===== src/rtl/mem_cmd_executor.sv =====
// Memory-side command engine: pops read/write commands, executes them on an internal register file
// and pushes one response per read. Optional MEM_CLEAR_EN zeroes the memory after every reset.
module mem_cmd_executor #(
    parameter int ADDR_W = 8,
    parameter int DATA_W = 8
) (
    input  logic                   clk,
    input  logic                   rst_n,
    output logic                   cmd_fifo_rd_en,
    input  logic [ADDR_W+DATA_W:0] cmd_fifo_data,
    input  logic                   cmd_fifo_empty,
    output logic                   resp_fifo_wr_en,
    output logic [DATA_W-1:0]      resp_fifo_data,
    input  logic                   resp_fifo_full,
    output logic                   busy,
    output logic [15:0]            wr_count,
    output logic [15:0]            rd_count,
    output logic [ADDR_W-1:0]      last_addr
);
    localparam int DEPTH = 1 << ADDR_W;

    typedef enum logic [2:0] {
        S_CLEAR  = 3'd0,
        S_IDLE   = 3'd1,
        S_FETCH  = 3'd2,
        S_DECODE = 3'd3,
        S_RESP   = 3'd4
    } state_t;

`ifdef MEM_CLEAR_EN
    localparam state_t RESET_STATE = S_CLEAR;
    localparam logic   RESET_BUSY  = 1'b1;
`else
    localparam state_t RESET_STATE = S_IDLE;
    localparam logic   RESET_BUSY  = 1'b0;
`endif

    logic [DATA_W-1:0] mem [DEPTH];

    state_t            state, state_nx;
    logic [DATA_W-1:0] rd_q, rd_q_nx;
    logic              rd_en_nx, wr_en_nx, busy_nx;
    logic [DATA_W-1:0] resp_data_nx;
    logic [15:0]       wr_count_nx, rd_count_nx;
    logic [ADDR_W-1:0] last_addr_nx;

    logic              mem_we;
    logic [ADDR_W-1:0] mem_waddr;
    logic [DATA_W-1:0] mem_wdata;

    logic              cmd_op;
    logic [ADDR_W-1:0] cmd_addr;
    logic [DATA_W-1:0] cmd_wdata;

    assign cmd_op    = cmd_fifo_data[ADDR_W+DATA_W];
    assign cmd_addr  = cmd_fifo_data[ADDR_W+DATA_W-1:DATA_W];
    assign cmd_wdata = cmd_fifo_data[DATA_W-1:0];

`ifdef MEM_CLEAR_EN
    localparam logic [ADDR_W-1:0] ADDR_ONE = {{(ADDR_W-1){1'b0}}, 1'b1};
    logic [ADDR_W-1:0] clr_addr;

    always_ff @(posedge clk or negedge rst_n) begin
        if (!rst_n)
            clr_addr <= '0;
        else if (state == S_CLEAR)
            clr_addr <= clr_addr + ADDR_ONE;
    end
`endif

    // NOTE: every signal gets a default before the case so no path leaves one unassigned (no latches).
    always_comb begin
        state_nx     = state;
        rd_en_nx     = 1'b0;
        wr_en_nx     = 1'b0;
        resp_data_nx = resp_fifo_data;
        rd_q_nx      = rd_q;
        wr_count_nx  = wr_count;
        rd_count_nx  = rd_count;
        last_addr_nx = last_addr;
        mem_we       = 1'b0;
        mem_waddr    = cmd_addr;
        mem_wdata    = cmd_wdata;

        case (state)
`ifdef MEM_CLEAR_EN
            S_CLEAR: begin
                mem_we    = 1'b1;
                mem_waddr = clr_addr;
                mem_wdata = '0;
                if (clr_addr == '1)
                    state_nx = S_IDLE;
            end
`endif
            S_IDLE: begin
                if (!cmd_fifo_empty) begin
                    rd_en_nx = 1'b1;
                    state_nx = S_FETCH;
                end
            end
            // The popped word appears on cmd_fifo_data only in the following cycle.
            S_FETCH: state_nx = S_DECODE;
            S_DECODE: begin
                last_addr_nx = cmd_addr;
                if (cmd_op) begin
                    mem_we      = 1'b1;
                    wr_count_nx = wr_count + 16'd1;
                    state_nx    = S_IDLE;
                end else begin
                    rd_q_nx  = mem[cmd_addr];
                    state_nx = S_RESP;
                end
            end
            S_RESP: begin
                if (!resp_fifo_full) begin
                    wr_en_nx     = 1'b1;
                    resp_data_nx = rd_q;
                    rd_count_nx  = rd_count + 16'd1;
                    state_nx     = S_IDLE;
                end
            end
            default: state_nx = S_IDLE;
        endcase

        busy_nx = (state_nx != S_IDLE);
    end

    // NOTE: sequential state uses non-blocking assignments so all registers update from pre-edge values.
    always_ff @(posedge clk or negedge rst_n) begin
        if (!rst_n) begin
            state           <= RESET_STATE;
            rd_q            <= '0;
            cmd_fifo_rd_en  <= 1'b0;
            resp_fifo_wr_en <= 1'b0;
            resp_fifo_data  <= '0;
            busy            <= RESET_BUSY;
            wr_count        <= '0;
            rd_count        <= '0;
            last_addr       <= '0;
        end else begin
            state           <= state_nx;
            rd_q            <= rd_q_nx;
            cmd_fifo_rd_en  <= rd_en_nx;
            resp_fifo_wr_en <= wr_en_nx;
            resp_fifo_data  <= resp_data_nx;
            busy            <= busy_nx;
            wr_count        <= wr_count_nx;
            rd_count        <= rd_count_nx;
            last_addr       <= last_addr_nx;
        end
    end

    // NOTE: the memory array has no reset; only the optional clear sweep initialises it.
    always_ff @(posedge clk) begin
        if (mem_we)
            mem[mem_waddr] <= mem_wdata;
    end

endmodule

===== config.mk =====
export PLATFORM = sky130hd
export DESIGN_NAME = mem_cmd_executor
export DESIGN_NICKNAME = d
export VERILOG_FILES = /design/src/rtl/mem_cmd_executor.sv
export SDC_FILE = /design/constraint.sdc
export NUM_CORES = 2
export LEC_CHECK = 0
export ABC_AREA = 1
export BUFFER_PORTS_ARGS = -buffer_cell sky130_fd_sc_hd__buf_2
export CAP_MARGIN = 20
export CORE_ASPECT_RATIO = 0.6
export CORE_MARGIN = 2
export CORE_UTILIZATION = 50
export DETAILED_ROUTE_END_ITERATION = 10
export PLACE_DENSITY = 0.61
export SKIP_LAST_GASP = 1
export SYNTH_ARGS = -nofsm -noshare
export SYNTH_HDL_FRONTEND = slang
export SYNTH_SLANG_ARGS = --single-unit

===== constraint.sdc =====
create_clock -name clk -period 3.1 [get_ports clk]
set_input_delay 0.775 -clock clk [delete_from_list [all_inputs] [get_ports clk]]
set_output_delay 0.775 -clock clk [all_outputs]
set_load 0.02 [all_outputs]

==> flow_summary.yaml <==
status:
  status: "finished, final reports clean"
cts:
  post-cts-setup-buffers: 0
  cts.sinks: 2110
  cts.htree.levels: 4
  numCtsBuffers: 195
  clk_latency_ps: 860
  ctsRootBufferMaster: "clkbuf_16"
  clk_pin_slew_ps: 70
  cts.path.max_buffers: 4
  tritoncts: "done"
final_layout:
  postLayoutCellArea_um2: 98900
  fin_util_pct: 58.3
  fin_nets: 8045
  syn_to_final_growth_pct: 15.8
  drive_above_1_share_pct: 11.4
pwr:
  power.total_uw: 60200
  max-vdd-ir-drop_mv: 0.474
  p_leak_uw: 0.0378
  power_density_nw_per_um2: 609
min_path:
  hold_class: "in2reg"
grt:
  antenna_found_initial: 6
  grt_usage_pct: 28.9
  grt_pass1_wl_mm: 370
  grt_max_degree: 104
  grt_overflow: 0
  grt_pass1_vias: 54800
floorplanning:
  dieArea_um2: 174000
  die_h_um: 324
  die_w_um: 538
  fp.coreArea_um2: 170000
  rows: 117
  num_io_pins: 72
  initial_core_util_pct: 50.4
synth:
  syn_inst: 7607
  synth.yosys.warnings: 0
  synth_area_um2: 85500
  synth_seq_cells: 2110
  yosysSeqAreaShare_pct: 73.8
  ys_top_cells_by_area: "edfxtp_1 (72%), nand2_1 (16%), nor2_1 (2.6%)"
  synth_area_per_cell_um2: 11.2
  netlist.area_leader.share_pct: 72.0
  synth_nets: 7630
  synth_flop_cell: "edfxtp_1"
  yosysMostFrequentCell: "nand2_1"
  synth_edf_count: 2048
  synth_cell_types: 31
  async_reset_ff_share_pct: 2.94
  yosysTopAreaCell: "edfxtp_1"
  ys_top_cells_by_count: "nand2_1 (3607), edfxtp_1 (2048), nor2_1 (595)"
flow_run:
  maxCapViolCount: 0
worst_setup_path:
  crit_type: "reg2reg"
  critPathArrivalTime_ps: 3250
  critPathCaptureType: "flip-flop"
  r2r_slack_ps: 310
  critPathMaxFanout: 9
  start_kind: "flip-flop"
  cp.required_ps: 3570
timing:
  setup_ws_ps: 313
  max_slew.worst_pin.slew_ps: 931
  slew_headroom_pct: 37.7
  fmax_ghz: 0.359
  rsz0062_at_grt: "false"
  hold_viol_final: 0
  finalSetupViolCount: 0
  finalCritPeriodShare_pct: 89.9
  period_needed_ps: 2790
  drv_slew: 0
  fin_skew_ps: 42.1
  final.setup.tns_ps: 0
detailed_routing:
  ant_nets: 0
  avgViaCountPerCell: 5.60
  drc_errors: 0
  drt-initial-drc-count: 8100
  first_pass_iters: 6
  wl_mm: 253
  wl_per_cell_um: 24.2
  num_vias: 58400
placement:
  placed_cell_area_um2: 92800
  gp_congestion: 0.884
  port_buffers: 71
  hpwl_mm: 158
  dp_slack_ps: -356
## what timing repair did
item	4_1_cts	5_1_grt
endpoints found under the setup margin	0	0
hold buffers	1	0
resized for setup	0	0
hold endpoints to repair	23	0
## layer usage
metal	wire length [um]	vias to the layer above	track usage, %
li1	-	26600	-
met1	110000	28400	44.0
met2	105000	3109	40.7
met3	31400	356	8.68
met4	5800	0	6.95
met5	0	-	0
## cell families after synthesis
family	Yosys count	synth area share [%]
adder cells (fa/ha/maj)	2	0.0293
XOR/XNOR	30	0.307
buffers and inverters	453	2.34
multiplexers	1	0.0132
AO/OA/AOI/OAI	181	1.06
flip-flops	2110	73.8
AND/OR/NAND/NOR	4830	22.5
## placed cells by master (no fill, tap or decap), types with 6 or more instances in the layout
master,synthesis,final
a21oi_1,81,81
buf_12,0,126
buf_2,206,61
buf_4,8,438
buf_8,0,10
bufinv_16,0,17
clkbuf_1,164,54
clkbuf_16,0,198
clkinv_1,2,37
clkinv_2,0,30
dfrtp_1,61,61
diode_2,0,7
edfxtp_1,2048,2048
inv_1,30,29
nand2_1,3607,3591
nand2_2,0,16
nand3_1,423,423
nand4_1,186,186
nor2_1,595,589
nor2_4,2,8
nor3_1,6,6
o21ai_0,9,9
o21ai_1,90,90
xnor2_1,10,10
xor2_1,20,20
## worst max-delay path: stages (launching register included)
cell     delay, ps
dfstp_2        570
nand3_2        110
nor2_4         160
inv_2          150
nor3_2         310
nand2_2        160
buf_12         210
nor2_1         720
## report_power, final
group	leakage [uW]	switching [uW]	internal (uW)
Clock	0.00298	10500	13300
Combinational	0.0156	3390	1350
Sequential	0.0192	229	31500
## worst paths after layout
kind / from / to / cells past startpoint
max in group asynchronous: rst_n / state[0] / 3
min in group asynchronous: rst_n / rd_count[2] / 2
worst min-delay path: cmd_fifo_empty / cmd_fifo_rd_en / 2
worst max register to register: state[0] / mem[115][3] / 7
worst max-delay path: state[0] / mem[115][3] / 7
worst min register to register: rd_count[15] / rd_count[15] / 1
## area by class of cell
type	instances	area, um2
clock buffers	257	5230
clock inverters	90	877
fillers	13900	70700
repair buffers	636	6280
well taps	2261	2830
multi-input cells	5044	20500
flip-flops and latches	2110	63100
diodes	7	17.5
inverters	35	149
## through the flow
stage | instances | hold slack, ps
floorplan | 7607 | 450
CTS | 10400 | 81.6
global placement | 10100 | 453
detailed placement | 10100 | 453
finish | 10400 | 132
global route | 10400 | 106
## state kept, by name, indices dropped and copies added, names as in the netlist
| signal | flops |
|---|---|
| state | 3 |
| last_addr | 8 |
| cmd_fifo_rd_en | 1 |
| rd_count | 16 |
| busy | 1 |
| resp_fifo_wr_en | 1 |
| mem | 2048 |
| rd_q | 8 |
| wr_count | 16 |
| resp_fifo_data | 8 |
(Power assumes the default switching activity.)
